--- src/rtl/hyper_cmd_seq_if.sv ---
// Bundle of the splitter handshake, PHY word channel, uDMA data paths and
// completion flag around the HyperBus command sequencer. Signal suffixes are
// relative to the sequencer.
interface hyper_cmd_seq_if #(
  parameter int ID_WIDTH   = 1,
  parameter int TRANS_SIZE = 16
);
  logic                  trans_valid_i;
  logic                  trans_ready_o;
  logic [31:0]           hyper_addr_i;
  logic [TRANS_SIZE-1:0] size_i;
  logic                  rw_i;
  logic                  addr_space_i;
  logic                  burst_type_i;
  logic [15:0]           intreg_i;
  logic [ID_WIDTH:0]     trans_id_i;
  logic [4:0]            t_latency_access_i;
  logic                  en_latency_additional_i;
  logic [31:0]           t_read_write_recovery_i;
  logic                  phy_valid_o;
  logic                  phy_ready_i;
  logic [15:0]           phy_data_o;
  logic [1:0]            phy_type_o;
  logic                  cs_n_o;
  logic                  tx_valid_i;
  logic                  tx_ready_o;
  logic [15:0]           tx_data_i;
  logic                  phy_rx_valid_i;
  logic [15:0]           phy_rx_data_i;
  logic                  rx_valid_o;
  logic [15:0]           rx_data_o;
  logic                  done_o;
  logic [ID_WIDTH:0]     done_id_o;

  // Surrounding logic: splitter, PHY and uDMA
  modport master (
    output trans_valid_i, hyper_addr_i, size_i, rw_i, addr_space_i,
           burst_type_i, intreg_i, trans_id_i, t_latency_access_i,
           en_latency_additional_i, t_read_write_recovery_i, phy_ready_i,
           tx_valid_i, tx_data_i, phy_rx_valid_i, phy_rx_data_i,
    input  trans_ready_o, phy_valid_o, phy_data_o, phy_type_o, cs_n_o,
           tx_ready_o, rx_valid_o, rx_data_o, done_o, done_id_o
  );

  // The sequencer itself
  modport slave (
    input  trans_valid_i, hyper_addr_i, size_i, rw_i, addr_space_i,
           burst_type_i, intreg_i, trans_id_i, t_latency_access_i,
           en_latency_additional_i, t_read_write_recovery_i, phy_ready_i,
           tx_valid_i, tx_data_i, phy_rx_valid_i, phy_rx_data_i,
    output trans_ready_o, phy_valid_o, phy_data_o, phy_type_o, cs_n_o,
           tx_ready_o, rx_valid_o, rx_data_o, done_o, done_id_o
  );
endinterface

--- src/rtl/hyper_cmd_seq.sv ---
// HyperBus per-sub-transaction command sequencer: CA word issue, latency
// wait, data phase, read/write recovery and tagged completion pulse.
module hyper_cmd_seq #(
  parameter int ID_WIDTH   = 1,
  parameter int TRANS_SIZE = 16
) (
  input logic            clk_i,
  input logic            rst_i,
  hyper_cmd_seq_if.slave bus
);

  typedef enum logic [2:0] {
    S_IDLE, S_CA0, S_CA1, S_CA2, S_LAT, S_WDATA, S_RDATA, S_RECOV
  } state_t;

  state_t                r_state, w_next;
  logic [47:0]           r_ca;
  logic                  r_rw;
  logic                  r_regw;
  logic [15:0]           r_intreg;
  logic [ID_WIDTH:0]     r_id;
  logic [5:0]            r_lat;
  logic [TRANS_SIZE-1:0] r_cnt;
  logic [31:0]           r_rec;
  logic                  r_done;

  logic                  w_phy_valid;
  logic [15:0]           w_phy_data;
  logic [1:0]            w_phy_type;
  logic                  w_tx_ready;
  logic [TRANS_SIZE-1:0] w_size_p1;
  logic [TRANS_SIZE-1:0] w_words;
  logic [5:0]            w_lat_init;
  logic                  w_unused;

  assign w_size_p1  = bus.size_i + TRANS_SIZE'(1);
  assign w_words    = w_size_p1 >> 1;
  assign w_lat_init = bus.en_latency_additional_i ? {bus.t_latency_access_i, 1'b0}
                                                  : {1'b0, bus.t_latency_access_i};
  assign w_unused   = bus.hyper_addr_i[0];

  // Next-state and PHY/uDMA handshake outputs
  always_comb begin
    w_next      = r_state;
    w_phy_valid = 1'b0;
    w_phy_data  = '0;
    w_phy_type  = 2'd0;
    w_tx_ready  = 1'b0;
    case (r_state)
      S_IDLE: if (bus.trans_valid_i) w_next = S_CA0;
      S_CA0: begin
        w_phy_valid = 1'b1;
        w_phy_data  = r_ca[47:32];
        if (bus.phy_ready_i) w_next = S_CA1;
      end
      S_CA1: begin
        w_phy_valid = 1'b1;
        w_phy_data  = r_ca[31:16];
        if (bus.phy_ready_i) w_next = S_CA2;
      end
      S_CA2: begin
        w_phy_valid = 1'b1;
        w_phy_data  = r_ca[15:0];
        if (bus.phy_ready_i) begin
          // Register writes carry no latency and no word count; L=0 skips LAT
          if (r_regw)               w_next = S_WDATA;
          else if (r_cnt == '0)     w_next = S_RECOV;
          else if (r_lat == 6'd0)   w_next = r_rw ? S_RDATA : S_WDATA;
          else                      w_next = S_LAT;
        end
      end
      S_LAT: if (r_lat <= 6'd1) w_next = r_rw ? S_RDATA : S_WDATA;
      S_WDATA: begin
        w_phy_type = 2'd1;
        if (r_regw) begin
          w_phy_valid = 1'b1;
          w_phy_data  = r_intreg;
          if (bus.phy_ready_i) w_next = S_RECOV;
        end else begin
          w_phy_valid = bus.tx_valid_i;
          w_tx_ready  = bus.phy_ready_i;
          w_phy_data  = bus.tx_data_i;
          if (bus.tx_valid_i && bus.phy_ready_i && r_cnt <= TRANS_SIZE'(1))
            w_next = S_RECOV;
        end
      end
      S_RDATA: if (bus.phy_rx_valid_i && r_cnt <= TRANS_SIZE'(1)) w_next = S_RECOV;
      S_RECOV: if (r_rec <= 32'd1) w_next = S_IDLE;
      default: w_next = S_IDLE;
    endcase
  end

  // State register, accept-time capture and the saturating down-counters
  always_ff @(posedge clk_i) begin
    if (rst_i) begin
      r_state  <= S_IDLE;
      r_ca     <= '0;
      r_rw     <= 1'b0;
      r_regw   <= 1'b0;
      r_intreg <= '0;
      r_id     <= {1'b1, {ID_WIDTH{1'b0}}};
      r_lat    <= '0;
      r_cnt    <= '0;
      r_rec    <= '0;
      r_done   <= 1'b0;
    end else begin
      r_state <= w_next;
      r_done  <= (w_next == S_RECOV) && (r_state != S_RECOV);
      case (r_state)
        S_IDLE: if (bus.trans_valid_i) begin
          r_ca     <= {bus.rw_i, bus.addr_space_i, bus.burst_type_i, 1'b0,
                       bus.hyper_addr_i[31:4], 13'd0, bus.hyper_addr_i[3:1]};
          r_rw     <= bus.rw_i;
          r_regw   <= bus.addr_space_i && !bus.rw_i;
          r_intreg <= bus.intreg_i;
          r_id     <= bus.trans_id_i;
          r_lat    <= w_lat_init;
          r_cnt    <= w_words;
          r_rec    <= bus.t_read_write_recovery_i;
        end
        S_LAT: if (r_lat != 6'd0) r_lat <= r_lat - 6'd1;
        S_WDATA:
          if (!r_regw && bus.tx_valid_i && bus.phy_ready_i && r_cnt != '0)
            r_cnt <= r_cnt - TRANS_SIZE'(1);
        S_RDATA:
          if (bus.phy_rx_valid_i && r_cnt != '0) r_cnt <= r_cnt - TRANS_SIZE'(1);
        S_RECOV: if (r_rec != 32'd0) r_rec <= r_rec - 32'd1;
        default: ;
      endcase
    end
  end

  assign bus.trans_ready_o = (r_state == S_IDLE) && !rst_i;
  assign bus.phy_valid_o   = w_phy_valid;
  assign bus.phy_data_o    = w_phy_data;
  assign bus.phy_type_o    = w_phy_type;
  assign bus.tx_ready_o    = w_tx_ready;
  assign bus.cs_n_o        = (r_state == S_IDLE) || (r_state == S_RECOV);
  assign bus.rx_valid_o    = (r_state == S_RDATA) && bus.phy_rx_valid_i;
  assign bus.rx_data_o     = bus.phy_rx_data_i;
  assign bus.done_o        = r_done;
  assign bus.done_id_o     = r_id;

endmodule

--- src/flat_wrapper.sv ---
// flat-port wrapper written by rule: the top's interface ports become plain ports
module hyper_cmd_seq_flat 
#(
  parameter int ID_WIDTH   = 1,
  parameter int TRANS_SIZE = 16
)
  (clk_i, rst_i, bus_trans_valid_i, bus_hyper_addr_i, bus_size_i, bus_rw_i, bus_addr_space_i, bus_burst_type_i, bus_intreg_i, bus_trans_id_i, bus_t_latency_access_i, bus_en_latency_additional_i, bus_t_read_write_recovery_i, bus_phy_ready_i, bus_tx_valid_i, bus_tx_data_i, bus_phy_rx_valid_i, bus_phy_rx_data_i, bus_trans_ready_o, bus_phy_valid_o, bus_phy_data_o, bus_phy_type_o, bus_cs_n_o, bus_tx_ready_o, bus_rx_valid_o, bus_rx_data_o, bus_done_o, bus_done_id_o);
  hyper_cmd_seq_if #(.ID_WIDTH(ID_WIDTH), .TRANS_SIZE(TRANS_SIZE)) bus_i ();
  input logic clk_i;
  input logic rst_i;
  input wire logic [$bits(bus_i.trans_valid_i)-1:0] bus_trans_valid_i;
  input wire logic [$bits(bus_i.hyper_addr_i)-1:0] bus_hyper_addr_i;
  input wire logic [$bits(bus_i.size_i)-1:0] bus_size_i;
  input wire logic [$bits(bus_i.rw_i)-1:0] bus_rw_i;
  input wire logic [$bits(bus_i.addr_space_i)-1:0] bus_addr_space_i;
  input wire logic [$bits(bus_i.burst_type_i)-1:0] bus_burst_type_i;
  input wire logic [$bits(bus_i.intreg_i)-1:0] bus_intreg_i;
  input wire logic [$bits(bus_i.trans_id_i)-1:0] bus_trans_id_i;
  input wire logic [$bits(bus_i.t_latency_access_i)-1:0] bus_t_latency_access_i;
  input wire logic [$bits(bus_i.en_latency_additional_i)-1:0] bus_en_latency_additional_i;
  input wire logic [$bits(bus_i.t_read_write_recovery_i)-1:0] bus_t_read_write_recovery_i;
  input wire logic [$bits(bus_i.phy_ready_i)-1:0] bus_phy_ready_i;
  input wire logic [$bits(bus_i.tx_valid_i)-1:0] bus_tx_valid_i;
  input wire logic [$bits(bus_i.tx_data_i)-1:0] bus_tx_data_i;
  input wire logic [$bits(bus_i.phy_rx_valid_i)-1:0] bus_phy_rx_valid_i;
  input wire logic [$bits(bus_i.phy_rx_data_i)-1:0] bus_phy_rx_data_i;
  output wire logic [$bits(bus_i.trans_ready_o)-1:0] bus_trans_ready_o;
  output wire logic [$bits(bus_i.phy_valid_o)-1:0] bus_phy_valid_o;
  output wire logic [$bits(bus_i.phy_data_o)-1:0] bus_phy_data_o;
  output wire logic [$bits(bus_i.phy_type_o)-1:0] bus_phy_type_o;
  output wire logic [$bits(bus_i.cs_n_o)-1:0] bus_cs_n_o;
  output wire logic [$bits(bus_i.tx_ready_o)-1:0] bus_tx_ready_o;
  output wire logic [$bits(bus_i.rx_valid_o)-1:0] bus_rx_valid_o;
  output wire logic [$bits(bus_i.rx_data_o)-1:0] bus_rx_data_o;
  output wire logic [$bits(bus_i.done_o)-1:0] bus_done_o;
  output wire logic [$bits(bus_i.done_id_o)-1:0] bus_done_id_o;
  assign bus_i.trans_valid_i = bus_trans_valid_i;
  assign bus_i.hyper_addr_i = bus_hyper_addr_i;
  assign bus_i.size_i = bus_size_i;
  assign bus_i.rw_i = bus_rw_i;
  assign bus_i.addr_space_i = bus_addr_space_i;
  assign bus_i.burst_type_i = bus_burst_type_i;
  assign bus_i.intreg_i = bus_intreg_i;
  assign bus_i.trans_id_i = bus_trans_id_i;
  assign bus_i.t_latency_access_i = bus_t_latency_access_i;
  assign bus_i.en_latency_additional_i = bus_en_latency_additional_i;
  assign bus_i.t_read_write_recovery_i = bus_t_read_write_recovery_i;
  assign bus_i.phy_ready_i = bus_phy_ready_i;
  assign bus_i.tx_valid_i = bus_tx_valid_i;
  assign bus_i.tx_data_i = bus_tx_data_i;
  assign bus_i.phy_rx_valid_i = bus_phy_rx_valid_i;
  assign bus_i.phy_rx_data_i = bus_phy_rx_data_i;
  assign bus_trans_ready_o = bus_i.trans_ready_o;
  assign bus_phy_valid_o = bus_i.phy_valid_o;
  assign bus_phy_data_o = bus_i.phy_data_o;
  assign bus_phy_type_o = bus_i.phy_type_o;
  assign bus_cs_n_o = bus_i.cs_n_o;
  assign bus_tx_ready_o = bus_i.tx_ready_o;
  assign bus_rx_valid_o = bus_i.rx_valid_o;
  assign bus_rx_data_o = bus_i.rx_data_o;
  assign bus_done_o = bus_i.done_o;
  assign bus_done_id_o = bus_i.done_id_o;
  hyper_cmd_seq #(.ID_WIDTH(ID_WIDTH), .TRANS_SIZE(TRANS_SIZE)) u_core (.clk_i(clk_i), .rst_i(rst_i), .bus(bus_i));
endmodule
--- config.mk ---
export PLATFORM = sky130hd
export DESIGN_NAME = hyper_cmd_seq_flat
export DESIGN_NICKNAME = d
export VERILOG_FILES = /design/src/rtl/hyper_cmd_seq_if.sv /design/src/rtl/hyper_cmd_seq.sv /design/src/flat_wrapper.sv
export SDC_FILE = /design/constraint.sdc
export NUM_CORES = 1
export LEC_CHECK = 0
export BUFFER_PORTS_ARGS = -buffer_cell sky130_fd_sc_hd__buf_2
export CAP_MARGIN = 30
export CORE_ASPECT_RATIO = 1.2
export CORE_MARGIN = 10
export CORE_UTILIZATION = 57
export CTS_CLUSTER_DIAMETER = 150
export DETAILED_ROUTE_END_ITERATION = 8
export PLACE_DENSITY = 0.9
export SLEW_MARGIN = 10
export SYNTH_ARGS = -nofsm -noshare
export SYNTH_HDL_FRONTEND = slang
export SYNTH_SLANG_ARGS = --single-unit
--- constraint.sdc ---
create_clock -name clk_i -period 6 [get_ports clk_i]
set_input_delay 0 -clock clk_i [delete_from_list [all_inputs] [get_ports clk_i]]
set_output_delay 0 -clock clk_i [all_outputs]
set_load 0.05 [all_outputs]
==> results.toml <==
[run_status]
outcome = "completed"

[drt]
dr_total_vias = 7495
drt-total-wl_um = 21980
wl_per_cell_um = 17.35
drtIter0Drc = 894
viasPerCell = 5.916
drc = 0
drt_first_pass_iters = 6
ant_nets = 0

[timing]
setup_viol = 0
final_hold_viol_count = 0
timing.final.crit_period_ns = 3.077
fin_crit_sh = 0.5129
timing.hold.ws_ns = 0.00001930
maxSlewViolCount = 0
totalNegativeSetupSlack_ns = 0
max-slew-margin-rel = 0.3347
rsz0062_at_grt = "no"
fin_skew_ns = 0.01053
max_freq_ghz = 0.3250
worst_pin_slew_ns = 0.9914

[global_route]
grt_overflow = 0
grt_max_degree = 82
grt_pass1_wl_um = 35690
grt_pass1_vias = 7238
grtUsageTotal = 0.2560
antenna_found_initial = 2

[setup_path]
cp_max_fo = 77
max_stage_delay_ns = 0.87
crit_required_ns = 6.27
crit_arrival_ns = 3.35
startpoint_type = "flip-flop"
crit_chain = "nand3_2 -> buf_4 -> o21ai_1 -> buf_4 -> o21ai_1 -> a221oi_2"
crit_type = "reg -> reg"
endpoint_kind = "flip-flop"
crit_path_top_delay_cell = "o21ai_1"

[worst_hold_path]
hp-class = "in -> out"

[placed_design]
dp_hpwl_um = 13680
place.gp.congestion = 0.8969
port_buffers = 152

[synth]
yosys_warnings = 0
synth-seq-cells = 111
ys_seq_area_frac = 0.3347
synthArstFlopShare = 0
syn-cell-area_um2 = 6640
synth.distinct_cells = 63
ys.flop_type = "dfxtp_1"
avgSynthCellArea_um2 = 7.019
netlist_instances = 946
synth_edf_count = 0
synth_fp_nets = 1101

[clock_tree]
cts-root-buf = "clkbuf_16"
cts_sinks = 111
cts_tree = "built"
clockBufferDepth = 2
clock_latency_ns = 0.36
htreeDepth = 3
clk_pin_slew_ns = 0.08
cts_resized = 0
numCtsBuffers = 9

[die]
core-area_um2 = 11460
start_util = 0.5794
die_w_um = 118.5
io_pins = 187
die_h_um = 138.2
num_rows = 43
dieArea_um2 = 16390

[final_layout]
syn_to_final_growth_pct = 24.48
drive_gt1_frac = 0.1716
seqCellArea_um2 = 2222
final_common_cell = "nand2_1"
final.fill_count = 911
multi_input_area_um2 = 4015
final_cell_mix = "239 x nand2_1, 151 x buf_2, 118 x a21oi_1, 111 x dfxtp_1, 66 x dlygate4sd3_1"
fin_nets = 1257

[power_and_ir_drop]
vdd_drop_max_uv = 156.4
p_leak_nw = 3.365
power_density_nw_per_um2 = 248.8

[run]
cap_violations = 0
[power breakdown]
| part | leakage [nW] | internal (mW) | total [mW] | switching [mW] |
|---|---|---|---|---|
| Clock | 0.149 | 0.297 | 0.613 | 0.316 |
| Sequential | 0.911 | 0.800 | 0.863 | 0.0634 |
| Combinational | 2.30 | 0.214 | 0.581 | 0.367 |
[metrics by stage]
| stage | total power, mW | worst slack (ns) | utilization | cell area (um2) | cells |
|---|---|---|---|---|---|
| after CTS | 2.036 | 2.988 | 0.7206 | 8258 | 1264 |
| after floorplan | 1.276 | 3.447 | - | 6640 | 946 |
| after global placement | 1.387 | 3.009 | 0.6365 | 7295 | 1182 |
| after detailed placement | 1.399 | 2.992 | 0.6365 | 7295 | 1182 |
| final | 2.057 | 2.923 | 0.7213 | 8265 | 1267 |
| after global routing | 2.153 | 2.750 | 0.7210 | 8263 | 1266 |
[cells in the mapped netlist (all sizes together) (2+ instances only)]
cell	count	area (um2)
or3	7	48.80
a21oi	118	590.6
o21ai	89	445.4
nand3b	8	60.06
nand4	6	37.54
xor2	11	96.34
buf	25	170.1
mux2i	19	190.2
nor3	22	110.1
nor4	17	142.6
nor4b	3	26.28
o22ai	4	25.02
and4	2	17.52
or4	5	37.54
a32oi	3	26.28
nor2	57	214.0
a221oi	2	23.77
xnor2	5	43.79
mux2	4	45.04
o21a	5	38.79
inv	8	30.03
or3b	2	17.52
nor3b	4	30.03
a211oi	4	35.03
dfxtp	111	2222
o31ai	11	82.58
and2	5	31.28
a22oi	5	37.54
o41ai	7	61.31
clkbuf	57	214.0
a31oi	5	31.28
nor2b	9	56.30
nand2	239	897.1
and3	7	43.79
nand2b	4	25.02
ha	10	125.1
o211ai	8	60.06
nand3	22	110.1
o31a	2	17.52
[final timing paths]
path                                              startpoint                            to  slack, ns  cells after the start
worst max-delay path            u_core.r_state[0]$_SDFF_PP0_  u_core.r_rec[0]$_SDFFE_PP0P_       2.92                      6
worst min-delay path                    bus_phy_rx_data_i[6]              bus_rx_data_o[6]    0.00002                      0
worst max register to register  u_core.r_state[0]$_SDFF_PP0_  u_core.r_rec[0]$_SDFFE_PP0P_       2.92                      6
worst min register to register  u_core.r_ca[43]$_SDFFE_PP0P_  u_core.r_ca[43]$_SDFFE_PP0P_       0.46                      2
[worst max-delay path, delay by kind of cell (launching register included)]
family | cells | cell delay [ns]
AO/OA/AOI/OAI | 3 | 1.26
flip-flops | 1 | 0.82
buffers and inverters | 2 | 0.76
AND/OR/NAND/NOR | 1 | 0.12
[routing by layer]
metal / GRT usage / wire (um) / vias up
met5: 0 / 0 / -
met4: 0.1120 / 782 / 0
met3: 0.06314 / 1812 / 69
met2: 0.4364 / 10860 / 387
met1: 0.2961 / 8530 / 3421
li1: - / - / 3618
[flip-flops by register name, summed over array words and instances, names as in the netlist]
signal and cells:
u_core.r_rw 1, u_core.bus.done_o 1, u_core.r_ca 33, u_core.r_state 3, u_core.r_cnt 16, u_core.r_regw 1
u_core.r_intreg 16, u_core.r_lat 6, u_core.r_rec 32, u_core.bus.done_id_o 2
[cell type report]
cell class,count,share of cell area
multi-input cells,745,0.4858
flip-flops and latches,111,0.2688
repair buffers,227,0.1804
clock buffers,9,0.02725
well taps,157,0.02377
clock inverters,7,0.009385
inverters,8,0.003633
diodes,3,0.0009083
[kinds of logic after synthesis]
group / Yosys count / synth area share
and+or+nand+nor: 422 / 0.2913
AOI/OAI and AO/OA: 273 / 0.2357
DFF: 111 / 0.3347
buffers and inverters: 90 / 0.06237
muxes: 23 / 0.03542
xor gates and xnor gates: 16 / 0.02110
adders and majority gates: 10 / 0.01884
other: 1 / 0.0005647
[timing repair]
item	CTS	global route
hold endpoints to repair	67	0
hold buffers	66	0
setup buffers	0	0
endpoints found under the setup margin	0	0
(Power assumes the default switching activity.)
